## src/rtl/spm_seq_pkg.sv

```systemverilog
// rtl/spm_seq_pkg.sv - shared types and sizing helpers for the spm operand sequencer
package spm_seq_pkg;

    typedef enum logic [2:0] {
        IDLE  = 3'd0,
        CLEAR = 3'd1,
        SHIFT = 3'd2,
        DRAIN = 3'd3,
        DONE  = 3'd4
    } state_e;

    function automatic int prod_w(input int width);
        return 2 * width;
    endfunction

    // Wide enough to count a full shift window plus the array pipeline without wrapping.
    function automatic int cnt_w(input int width, input int pipe_lat);
        return $clog2(2 * width + pipe_lat + 1);
    endfunction

endpackage

```

## src/rtl/spm_serial_seq_if.sv

```systemverilog
// rtl/spm_serial_seq_if.sv - operand/product handshakes and serial array links of the spm sequencer
interface spm_serial_seq_if #(
    parameter int WIDTH = 32
);

    logic                 in_valid;
    logic                 in_ready;
    logic [WIDTH-1:0]     in_x;
    logic [WIDTH-1:0]     in_y;
    logic [WIDTH-1:0]     x_par;
    logic                 y_ser;
    logic                 arr_clr;
    logic                 p_ser;
    logic                 out_valid;
    logic                 out_ready;
    logic [2*WIDTH-1:0]   out_p;

    modport slave (
        input  in_valid, in_x, in_y, p_ser, out_ready,
        output in_ready, x_par, y_ser, arr_clr, out_valid, out_p
    );

    modport master (
        output in_valid, in_x, in_y, p_ser, out_ready,
        input  in_ready, x_par, y_ser, arr_clr, out_valid, out_p
    );

endinterface

```

## src/rtl/spm_pcollect.sv

```systemverilog
// rtl/spm_pcollect.sv - serial-to-parallel collector for the product stream returned by the array
module spm_pcollect
    import spm_seq_pkg::*;
#(
    parameter int WIDTH    = 32,
    parameter int PIPE_LAT = 1
) (
    input  logic                 clk,
    input  logic                 rst,
    input  logic                 clr_i,
    input  logic                 en_i,
    input  logic                 p_ser_i,
    output logic [2*WIDTH-1:0]   p_o
);

    localparam int PW = prod_w(WIDTH);
    localparam int CW = cnt_w(WIDTH, PIPE_LAT);
    localparam logic [CW-1:0] CNT_MAX = CW'(PW + PIPE_LAT);

    logic [CW-1:0] cnt_q, cnt_d;
    logic [PW-1:0] p_q, p_d;
    logic          cap;

    // Before PIPE_LAT the subtraction wraps high, so one compare bounds both ends of the window.
    always_comb begin
        cnt_d = cnt_q;
        p_d   = p_q;
        cap   = en_i && ((cnt_q - CW'(PIPE_LAT)) < CW'(PW));
        if (clr_i) begin
            cnt_d = '0;
        end else if (en_i && (cnt_q != CNT_MAX)) begin
            cnt_d = cnt_q + 1'b1;
        end
        if (cap) begin
            p_d = {p_ser_i, p_q[PW-1:1]};
        end
    end

    always_ff @(posedge clk or negedge rst) begin
        if (!rst) begin
            cnt_q <= '0;
            p_q   <= '0;
        end else begin
            cnt_q <= cnt_d;
            p_q   <= p_d;
        end
    end

    assign p_o = p_q;

endmodule

```

## src/rtl/spm_serial_seq.sv

```systemverilog
// rtl/spm_serial_seq.sv - operand sequencer and product collector around the spm serial-parallel array
module spm_serial_seq
    import spm_seq_pkg::*;
#(
    parameter int WIDTH    = 32,
    parameter int PIPE_LAT = 1
) (
    input  logic              clk,
    input  logic              rst,
    spm_serial_seq_if.slave   bus
);

    localparam int PW = prod_w(WIDTH);
    localparam int CW = cnt_w(WIDTH, PIPE_LAT);

    state_e           state_q, state_d;
    logic [CW-1:0]    cnt_q, cnt_d;
    logic [WIDTH-1:0] x_q, x_d;
    logic [WIDTH-1:0] y_sr_q, y_sr_d;
    logic             shifting;
    logic [PW-1:0]    prod;

    always_comb begin
        state_d = state_q;
        cnt_d   = cnt_q;
        x_d     = x_q;
        y_sr_d  = y_sr_q;
        case (state_q)
            IDLE: begin
                if (bus.in_valid) begin
                    x_d     = bus.in_x;
                    y_sr_d  = bus.in_y;
                    cnt_d   = '0;
                    state_d = CLEAR;
                end
            end
            CLEAR: begin
                cnt_d   = '0;
                state_d = SHIFT;
            end
            SHIFT: begin
                // Arithmetic shift: once the data bits are gone y_sr[0] keeps presenting the sign.
                y_sr_d = {y_sr_q[WIDTH-1], y_sr_q[WIDTH-1:1]};
                if (cnt_q == CW'(PW - 1)) begin
                    cnt_d = '0;
                    if (PIPE_LAT == 0) begin
                        state_d = DONE;
                    end else begin
                        state_d = DRAIN;
                    end
                end else begin
                    cnt_d = cnt_q + 1'b1;
                end
            end
            DRAIN: begin
                y_sr_d = {y_sr_q[WIDTH-1], y_sr_q[WIDTH-1:1]};
                if (cnt_q == CW'(PIPE_LAT - 1)) begin
                    cnt_d   = '0;
                    state_d = DONE;
                end else begin
                    cnt_d = cnt_q + 1'b1;
                end
            end
            DONE: begin
                if (bus.out_ready) begin
                    cnt_d   = '0;
                    state_d = IDLE;
                end
            end
            default: begin
                cnt_d   = '0;
                state_d = IDLE;
            end
        endcase
    end

    always_ff @(posedge clk or negedge rst) begin
        if (!rst) begin
            state_q <= IDLE;
            cnt_q   <= '0;
            x_q     <= '0;
            y_sr_q  <= '0;
        end else begin
            state_q <= state_d;
            cnt_q   <= cnt_d;
            x_q     <= x_d;
            y_sr_q  <= y_sr_d;
        end
    end

    assign shifting      = (state_q == SHIFT) || (state_q == DRAIN);
    assign bus.in_ready  = (state_q == IDLE);
    assign bus.out_valid = (state_q == DONE);
    assign bus.arr_clr   = (state_q == CLEAR);
    assign bus.y_ser     = shifting & y_sr_q[0];
    assign bus.x_par     = x_q;
    assign bus.out_p     = prod;

    spm_pcollect #(
        .WIDTH    (WIDTH),
        .PIPE_LAT (PIPE_LAT)
    ) u_pcollect (
        .clk     (clk),
        .rst     (rst),
        .clr_i   (state_q == CLEAR),
        .en_i    (shifting),
        .p_ser_i (bus.p_ser),
        .p_o     (prod)
    );

endmodule

```

## src/flat_wrapper.sv

```systemverilog
// flat-port wrapper written by rule: the top's interface ports become plain ports
module spm_serial_seq_flat import spm_seq_pkg::*;
#(
    parameter int WIDTH    = 32,
    parameter int PIPE_LAT = 1
)
  (clk, rst, bus_in_valid, bus_in_x, bus_in_y, bus_p_ser, bus_out_ready, bus_in_ready, bus_x_par, bus_y_ser, bus_arr_clr, bus_out_valid, bus_out_p);
  spm_serial_seq_if #(.WIDTH(WIDTH)) bus_i ();
  input  logic clk;
  input  logic rst;
  input wire logic [$bits(bus_i.in_valid)-1:0] bus_in_valid;
  input wire logic [$bits(bus_i.in_x)-1:0] bus_in_x;
  input wire logic [$bits(bus_i.in_y)-1:0] bus_in_y;
  input wire logic [$bits(bus_i.p_ser)-1:0] bus_p_ser;
  input wire logic [$bits(bus_i.out_ready)-1:0] bus_out_ready;
  output wire logic [$bits(bus_i.in_ready)-1:0] bus_in_ready;
  output wire logic [$bits(bus_i.x_par)-1:0] bus_x_par;
  output wire logic [$bits(bus_i.y_ser)-1:0] bus_y_ser;
  output wire logic [$bits(bus_i.arr_clr)-1:0] bus_arr_clr;
  output wire logic [$bits(bus_i.out_valid)-1:0] bus_out_valid;
  output wire logic [$bits(bus_i.out_p)-1:0] bus_out_p;
  assign bus_i.in_valid = bus_in_valid;
  assign bus_i.in_x = bus_in_x;
  assign bus_i.in_y = bus_in_y;
  assign bus_i.p_ser = bus_p_ser;
  assign bus_i.out_ready = bus_out_ready;
  assign bus_in_ready = bus_i.in_ready;
  assign bus_x_par = bus_i.x_par;
  assign bus_y_ser = bus_i.y_ser;
  assign bus_arr_clr = bus_i.arr_clr;
  assign bus_out_valid = bus_i.out_valid;
  assign bus_out_p = bus_i.out_p;
  spm_serial_seq #(.WIDTH(WIDTH), .PIPE_LAT(PIPE_LAT)) u_core (.clk(clk), .rst(rst), .bus(bus_i));
endmodule
```

## config.mk

```make
export PLATFORM = sky130hd
export DESIGN_NAME = spm_serial_seq_flat
export DESIGN_NICKNAME = d
export VERILOG_FILES = /design/src/rtl/spm_seq_pkg.sv /design/src/rtl/spm_serial_seq_if.sv /design/src/rtl/spm_pcollect.sv /design/src/rtl/spm_serial_seq.sv /design/src/flat_wrapper.sv
export SDC_FILE = /design/constraint.sdc
export NUM_CORES = 1
export LEC_CHECK = 0
export ABC_CLOCK_PERIOD_IN_PS = 6000
export CORE_MARGIN = 5
export CORE_UTILIZATION = 30
export DETAILED_ROUTE_END_ITERATION = 16
export HOLD_SLACK_MARGIN = 0.1
export PLACE_DENSITY = 0.64
export SLEW_MARGIN = 25
export SYNTH_ARGS = -nofsm -noshare
export SYNTH_HDL_FRONTEND = slang
export SYNTH_SLANG_ARGS = --single-unit
```

## constraint.sdc

```tcl
create_clock -name clk -period 6 [get_ports clk]
set_input_delay 1.2 -clock clk [delete_from_list [all_inputs] [get_ports clk]]
set_output_delay 1.2 -clock clk [all_outputs]
set_load 0.05 [all_outputs]
```

==> results of run 1 <==
==> critical path, cell delays in order, from the launching register on <==
cell and delay, ns:
dfrtp_1 0.53, inv_1 0.21, nor2_4 0.13, buf_4 0.45
and2_1 0.20, clkdlybuf4s50_1 0.80
==> metal layers <==
metal	global-route usage, %	share of wire [%]	up-vias	routed length, µm
li1	-	-	1943	-
met1	14.4	44	1985	5790
met2	19.4	50	112	6500
met3	3.21	4.3	19	557
met4	4.54	1.9	0	254
met5	0	0	-	0
==> cell type report <==
cell class | count | area [µm²]
Clock buffer | 17 | 425
Clock inverter | 15 | 175
Fill cell | 1830 | 11100
Inverter | 11 | 41.3
Multi-Input combinational cell | 274 | 2240
Sequential cell | 145 | 3630
Tap cell | 265 | 332
Timing Repair Buffer | 171 | 1710
==> power groups by stage <==
stage          Combinational (mW)  Clock (mW)  Sequential, mW
2_1_floorplan               0.892           0            2.07
3_3_place_gp                 2.04           0            1.46
3_5_place_dp                 2.08           0            1.49
4_1_cts                      2.09        1.11            1.47
5_1_grt                      2.20        1.15            1.50
6_report                     2.06        1.07            1.47
==> layout by cell type (no fill, tap or decap), types with 3 or more instances in the layout <==
cell               n
o21ai_0           35
a31oi_1            4
ha_1               5
inv_1             11
clkdlybuf4s50_1  167
nor2_1            10
xnor2_1            4
inv_6              5
nand2_1           41
buf_4              3
mux2i_1           33
inv_8              3
nand3_1            6
clkbuf_16         17
nor3_1             4
dfrtp_1          145
a21oi_1            4
nand4_1            3
mux2_2            92
mux2_1             4
and3_1             4
==> worst min-delay path by stage <==
stage | startpoint | to | slack [ns] | cells past startpoint
after floorplan | u_core.y_sr_q[1] | u_core.y_sr_q[0] | 0.45 | 2
after global placement | u_core.y_sr_q[25] | u_core.y_sr_q[24] | 0.46 | 2
after detailed placement | u_core.y_sr_q[11] | u_core.y_sr_q[10] | 0.47 | 2
after CTS | u_core.y_sr_q[9] | u_core.y_sr_q[8] | 0.48 | 2
after global routing | u_core.y_sr_q[12] | u_core.y_sr_q[11] | 0.50 | 2
final | u_core.y_sr_q[11] | u_core.y_sr_q[10] | 0.48 | 2
==> metrics by stage <==
step                      worst slack [ns]  hold WS [ns]
final                                 2.04         0.476
after global routing                  1.91         0.502
after CTS                             2.02         0.480
after detailed placement              2.49         0.469
after global placement                2.56         0.461
after floorplan                       3.01         0.449
==> registers in the layout (all words and copies together), names as in the netlist <==
register                 count
u_core.bus.x_par            32
u_core.y_sr_q               32
u_core.u_pcollect.cnt_q      7
u_core.state_q               3
u_core.u_pcollect.p_o       64
u_core.cnt_q                 7
==> kinds of logic (layout without fill, tap and decap cells) <==
| group | after synthesis | count (layout) | share of synthesized area (%) |
|---|---|---|---|
| compound gates | 57 | 57 | 5.78 |
| xor+xnor | 4 | 4 | 0.580 |
| fa+ha+maj | 5 | 5 | 1.04 |
| buf+inv | 32 | 214 | 2.94 |
| flops | 145 | 145 | 60.1 |
| mux | 129 | 129 | 23.4 |
| simple gates | 79 | 79 | 6.18 |
==> reports/metrics.cfg, run 1 <==
[floorplanning]
fp.dieW_um=152
start_util_pct=30.7
ios=169
num_rows=51
core_mm2=0.0197
fp.dieH_um=152
dieArea_mm2=0.0231

[critical_path]
endpoint=bus_y_ser
critPathCaptureType=output pin
r2r_cells=6
regToRegEndpoint=u_core.u_pcollect.p_o[20]
critical_path_class=register to output pin
worstPathMaxFanout=64
critPathArrivalTime_ns=2.76
rrSetupSlack_ns=3.61
reg2reg_from=u_core.state_q[1]
start_kind=register
crit_path_start=u_core.state_q[1]
required_ns=4.80

[detailed_routing]
wirelength_um=13100
vias=4059
wire_per_inst_um=14.6
via_per_inst=4.52
first_pass_iters=6
drtAntennaViolNets=0
drt_iter0_markers=83
drc=0

[placement]
io_buffers=168
placedCellCount=866
placed_area_mm2=0.00795
gp_congestion=0.760
hpwlAfterDp_um=9290

[yosys]
ys_ff_latch=145
synth.distinct_cells=40
yosys.area.top_type=dfrtp_1
synth_top_area_share_pct=60.1
async_reset_ff_share_pct=100
synth_warnings=0
yosys_most_used_dff=dfrtp_1
synth_common_cells=dfrtp_1 (145), mux2_2 (92), nand2_1 (41), o21ai_0 (35), mux2i_1 (33)
synth.most_common_cell=dfrtp_1
yosysSeqAreaShare_pct=60.1
synth_area_mm2=0.00604
synth_edf_count=0
synth_cells=451
synth_area_per_cell_um2=13.4
synth_area_leaders=dfrtp_1 (60%), mux2_2 (17%), mux2i_1 (5.5%), o21ai_0 (2.9%), nand2_1 (2.5%)
syn-num-nets=525

[job]
max_cap_viol_count=0

[cells_and_area]
final_cell_area_mm2=0.00855
stdcell_count=898
drive_gt1_share_pct=21.3
diodes=0
area_growth_pct=41.6
final_util_pct=43.5
layout.nets=694

[power_and_ir_drop]
sw_frac_of_total_pct=40.9
p_switching_mw=1.88
pwr-share-clk_pct=23.3
leakage_nw=3.67
power_mw=4.59
p_seq_share_pct=32.0
p_int_mw=2.71
p_per_area_mw_per_mm2=537
combPwrFrac_pct=44.8
ir_drop_uv=205

[global_routing]
grt_pass1_wl_um=22300
grt_pass1_vias=4269
antenna_found_initial=0
overflow=0
grt_usage_pct=11.7
grt_max_degree=106

[clock_tree]
h-tree-depth=4
ctsResizeCount=0
clk_latency_ns=0.41
cts_sinks=145
cts_tree=yes
hold_buffers=0
clock_tree.root_cell=clkbuf_16
numCtsBuffers=17
post_cts_buffers=0
path_clk_slew_ns=0.06
clock_path_buffers=2

[hold_path]
min_path_type=register to register

[sta]
rsz0062_at_grt=no
finalMaxSlewViolations=0
tightest_slew_ns=0.983
final_hold_viol_count=0
layout_worst_path_cycle_share_pct=66.0
timing.fmax_ghz=0.252
period_needed_ns=3.96
skew_ns=0.00807
tns_ns=0
setup_viol=0
max-slew-margin-rel_pct=34.4

[run_status]
status=completed

Note: power is estimated with default switching activity, not from simulation.
==> inputs of run 2 (changes only) <==
Settings changed: ABC_CLOCK_PERIOD_IN_PS 6000 to 3500, PLACE_DENSITY 0.64 to 0.66.
Clock period 6 ns to 3.5 ns, I/O delays scaled along.
==> reports/metrics.cfg, run 2 (synthesis results as in run 1) <==
[detailed_routing]
vias=4101  ; was 4059
wire_per_inst_um=14.9  ; was 14.6 µm
drtAntennaViolNets=0  ; unchanged
drc=0  ; unchanged
first_pass_iters=4  ; was 6
via_per_inst=4.56  ; was 4.52
drt_iter0_markers=147  ; was 83
wirelength_um=13400  ; was 13100 µm

[global_routing]
grt_usage_pct=11.6  ; was 11.7%
grt_max_degree=74  ; was 106
grt_pass1_wl_um=22000  ; was 22300 µm
antenna_found_initial=0  ; unchanged
grt_pass1_vias=4149  ; was 4269
overflow=0  ; unchanged

[power_and_ir_drop]
ir_drop_uv=311  ; was 205 µV
p_per_area_mw_per_mm2=914  ; was 537 mW/mm²
power_mw=7.81  ; was 4.59 mW
leakage_nw=3.66  ; was 3.67 nW

[sta]
skew_ns=0.0111  ; was 0.00807 ns
setup_viol=0  ; unchanged
layout_worst_path_cycle_share_pct=88.2
max-slew-margin-rel_pct=45.1  ; was 34.4%
final_hold_viol_count=0  ; unchanged
period_needed_ns=3.09
timing.fmax_ghz=0.324
tns_ns=0  ; unchanged
finalMaxSlewViolations=0  ; unchanged
rsz0062_at_grt=no  ; unchanged
tightest_slew_ns=0.821  ; was 0.983 ns

[clock_tree]
clock_tree.root_cell=clkbuf_16  ; unchanged
post_cts_buffers=0  ; unchanged
clock_path_buffers=2  ; unchanged
clk_latency_ns=0.41  ; about the same
h-tree-depth=4  ; unchanged
numCtsBuffers=17  ; unchanged
cts_tree=yes  ; unchanged
cts_sinks=145  ; unchanged
path_clk_slew_ns=0.06  ; about the same
hold_buffers=0  ; unchanged
ctsResizeCount=0  ; unchanged

[cells_and_area]
final_common_cell=clkdlybuf4s50_1  ; unchanged
drive_gt1_share_pct=21.1  ; was 21.3%
largest_reg_flops=64  ; unchanged
diodes=0  ; unchanged
area_growth_pct=41.6  ; about the same
mostFrequentLayoutCells=clkdlybuf4s50_1 (167), dfrtp_1 (145), mux2_2 (92)  ; unchanged
layout.nets=695  ; was 694

[job]
max_cap_viol_count=0  ; unchanged

[placement]
hpwlAfterDp_um=9490  ; was 9290 µm
io_buffers=168  ; unchanged
gp_congestion=0.817  ; was 0.760

[critical_path]
start_kind=register  ; unchanged
worstPathMaxFanout=6  ; was 64
critPathArrivalTime_ns=2.39  ; was 2.76 ns
critical_path_class=register to output pin  ; unchanged
critPathCaptureType=output pin  ; unchanged
required_ns=2.80  ; was 4.80 ns

[floorplanning]
fp.dieH_um=152  ; unchanged
core_mm2=0.0197  ; unchanged
ios=169  ; unchanged
num_rows=51  ; unchanged
start_util_pct=30.7  ; unchanged
dieArea_mm2=0.0231  ; unchanged
fp.dieW_um=152  ; unchanged

[hold_path]
min_path_type=input port to asynchronous set/reset pin  ; was register to register

[run_status]
status=completed  ; unchanged

[run 2: cell count changes in the layout (fill, tap and decap cells not counted), sizes merged]
cell	before	now
clkinvlp	2	4
clkinv	3	5
inv	19	13
clkbuf	18	19
buf	3	5
[run 2: final cells by class]
class | count | area [µm²]
Timing Repair Buffer | 172 | 1740
Clock inverter | 13 | 136
Fill cell | 1852 | 11100
Clock buffer | 19 | 433
Inverter | 11 | 41.3
Tap cell | 265 | 332
Sequential cell | 145 | 3630
Multi-Input combinational cell | 274 | 2240
[run 2: final timing paths]
check / end / startpoint / depth (start not counted) / slack, ns
min: u_core.bus.x_par[4] / rst / 1 / 0.30
max reg2reg: u_core.u_pcollect.p_o[0] / u_core.state_q[1] / 6 / 1.09
max: bus_arr_clr / u_core.state_q[0] / 3 / 0.41
min in group clk: u_core.y_sr_q[22] / u_core.y_sr_q[23] / 2 / 0.48
min reg2reg: u_core.y_sr_q[22] / u_core.y_sr_q[23] / 2 / 0.48
max in group asynchronous: u_core.cnt_q[6] / rst / 2 / 2.31
[run 2: metrics by stage]
step | utilization (%) | hold slack, ns | setup WS (ns) | area, µm² | instances
2_1_floorplan | - | 0.404 | 0.765 | 6040 | 451
3_3_place_gp | 40.6 | 0.461 | 0.899 | 7980 | 867
3_5_place_dp | 40.6 | 0.465 | 0.865 | 7980 | 867
4_1_cts | 43.5 | 0.306 | 0.397 | 8550 | 899
5_1_grt | 43.5 | 0.335 | 0.246 | 8550 | 899
6_report | 43.5 | 0.301 | 0.413 | 8550 | 899
[run 2: routing by layer]
layer | global-route usage, % | share of wire [%] | vias to the layer above
met5 | 0 | 0 | -
met4 | 3.98 | 1.4 | 0
met3 | 3.44 | 4.7 | 9
met2 | 19.6 | 51 | 122
met1 | 14.1 | 43 | 2033
li1 | - | - | 1937
[run 2: critical path: stages, from the launching register on]
cell             delay [ns]
dfrtp_1                0.44
inv_1                  0.12
nor3_1                 0.50
clkdlybuf4s50_1        0.92
[run 2: report_power, final]
part           leakage (nW)  internal (mW)  total [mW]  switching [mW]
clock                 0.270           1.05        1.75           0.699
sequential             1.88           2.19        2.51           0.319
combinational          1.51           1.40        3.55            2.16
total                  3.66           4.64        7.81            3.17
==> inputs of run 3 (changes only) <==
Settings changed: CORE_MARGIN 5 to 4.
==> reports/metrics.cfg, run 3 (synthesis results as in run 1) <==
[sta]
rsz0062_at_grt=no  ; unchanged
timing.fmax_ghz=0.329  ; was 0.324 GHz
period_needed_ns=3.04  ; was 3.09 ns
worst_slack_ns=0.458  ; was 0.413 ns
max-slew-margin-rel_pct=47.8  ; was 45.1%
finalMaxSlewViolations=0  ; unchanged
setup_viol=0  ; unchanged
layout_worst_path_cycle_share_pct=86.9  ; was 88.2%
final_hold_viol_count=0  ; unchanged
tns_ns=0  ; unchanged
tightest_slew_ns=0.779  ; was 0.821 ns
skew_ns=0.00971  ; was 0.0111 ns

[detailed_routing]
drtAntennaViolNets=0  ; unchanged
wire_per_inst_um=15.0  ; was 14.9 µm
drt_iter0_markers=110  ; was 147
via_per_inst=4.51  ; was 4.56
drc=0  ; unchanged
vias=4065  ; was 4101
wirelength_um=13500  ; was 13400 µm
first_pass_iters=4  ; unchanged

[cells_and_area]
diodes=0  ; unchanged
mostFrequentLayoutCells=clkdlybuf4s50_1 (167), dfrtp_1 (145), mux2_2 (92)  ; unchanged
drive_gt1_share_pct=21.8  ; was 21.1%
area_growth_pct=42.7  ; was 41.6%
largest_reg_flops=64  ; unchanged
final_common_cell=clkdlybuf4s50_1  ; unchanged
nFillCells=1856  ; was 1852
layout.nets=698  ; was 695

[global_routing]
grt_max_degree=69  ; was 74
grt_pass1_vias=4268  ; was 4149
grt_usage_pct=12.5  ; was 11.6%
antenna_found_initial=0  ; unchanged
overflow=0  ; unchanged
grt_pass1_wl_um=22200  ; was 22000 µm

[power_and_ir_drop]
p_per_area_mw_per_mm2=922  ; was 914 mW/mm²
pwr-share-clk_pct=22.8  ; was 22.4%
leakage_nw=3.69  ; was 3.66 nW
sw_frac_of_total_pct=40.6  ; about the same
p_switching_mw=3.23  ; was 3.17 mW
power_mw=7.94  ; was 7.81 mW
p_int_mw=4.72  ; was 4.64 mW
combPwrFrac_pct=45.5  ; about the same
p_seq_share_pct=31.7  ; was 32.2%
ir_drop_uv=571  ; was 311 µV

[clock_tree]
hold_buffers=0  ; unchanged
clock_path_buffers=2  ; unchanged
numCtsBuffers=17  ; unchanged
post_cts_buffers=0  ; unchanged
path_clk_slew_ns=0.06  ; about the same
clk_latency_ns=0.41  ; about the same
ctsResizeCount=0  ; unchanged
cts_tree=yes  ; unchanged
cts_sinks=145  ; unchanged
clock_tree.root_cell=clkbuf_16  ; unchanged
h-tree-depth=4  ; unchanged

[critical_path]
critical_path_class=register to output pin  ; unchanged
critPathArrivalTime_ns=2.34  ; was 2.39 ns
required_ns=2.80  ; about the same
cp_slowest_cell=clkdlybuf4s50_1  ; unchanged
worstPathMaxFanout=10  ; was 6
critPathTopFamily=buffers and inverters  ; unchanged
critPathMaxStageDelay_ns=0.81  ; was 0.92 ns
crit_buf_inv=2  ; unchanged
path_cells=inv_1 -> nor2_4 -> and2_1 -> clkdlybuf4s50_1  ; was inv_1 -> nor3_1 -> clkdlybuf4s50_1
critPathCaptureType=output pin  ; unchanged
start_kind=register  ; unchanged

[placement]
io_buffers=168  ; unchanged
gp_congestion=0.760  ; was 0.817
dp_slack_ns=0.662  ; was 0.865 ns
hpwlAfterDp_um=9780  ; was 9490 µm

[run_status]
status=completed  ; unchanged

[hold_path]
min_path_type=input port to asynchronous set/reset pin  ; unchanged

[floorplanning]
fp.dieW_um=150  ; was 152 µm
core_mm2=0.0197  ; unchanged
num_rows=51  ; unchanged
dieArea_mm2=0.0225  ; was 0.0231 mm²
fp.dieH_um=150  ; was 152 µm
ios=169  ; unchanged
start_util_pct=30.7  ; unchanged

[job]
max_cap_viol_count=0  ; unchanged

run 3: cell count changes in the layout (fill, tap and decap cells not counted), sizes merged:
cell and change:
clkbuf -1, buf +3, inv +1
run 3: area by class of cell:
cell class / instances / area, µm² / area share (%)
repair buffers: 175 / 1780 / 20.7
clock buffers: 18 / 439 / 5.10
flip-flops and latches: 145 / 3630 / 42.1
inverters: 11 / 41.3 / 0.479
multi-input cells: 274 / 2240 / 26.0
well taps: 265 / 332 / 3.85
clock inverters: 14 / 155 / 1.80
run 3: power groups by stage:
stage	Clock, mW	Combinational [mW]	Sequential [mW]
4_1_cts	1.87	3.62	2.53
3_3_place_gp	0	3.52	2.52
6_report	1.81	3.61	2.52
2_1_floorplan	0	1.53	3.56
3_5_place_dp	0	3.61	2.56
5_1_grt	1.94	3.87	2.59
run 3: path summary, 6_finish.rpt:
| path | start | end | slack (ns) | cells after the start |
|---|---|---|---|---|
| max | u_core.state_q[1] | bus_y_ser | 0.46 | 4 |
| min | rst | u_core.u_pcollect.p_o[12] | 0.21 | 1 |
| max reg2reg | u_core.u_pcollect.cnt_q[3] | u_core.u_pcollect.p_o[20] | 0.95 | 6 |
| min reg2reg | u_core.y_sr_q[24] | u_core.y_sr_q[23] | 0.49 | 2 |
| max in group asynchronous | rst | u_core.y_sr_q[26] | 2.51 | 2 |
| min in group clk | u_core.y_sr_q[24] | u_core.y_sr_q[23] | 0.49 | 2 |
run 3: through the flow:
step | cell area [µm²] | hold slack [ns] | utilization [%] | cells
after floorplan | 6040 | 0.404 | - | 451
after global routing | 8610 | 0.223 | 43.8 | 902
after CTS | 8590 | 0.208 | 43.7 | 901
final | 8610 | 0.205 | 43.8 | 902
after global placement | 7990 | 0.461 | 40.7 | 869
after detailed placement | 7990 | 0.472 | 40.7 | 869
run 3: worst register-to-register path, stage by stage, from the launching register on:
cell	delay, ns
dfrtp_1	0.45
nor4_4	0.38
a21oi_1	0.16
o21ai_4	0.52
buf_16	0.24
buf_4	0.30
mux2_2	0.38
run 3: routing by layer:
metal / part of all wire (%) / track usage, %
met5: 0 / 0
met4: 1.4 / 5.49
met3: 4.9 / 3.06
met2: 51 / 21.2
met1: 42 / 14.9
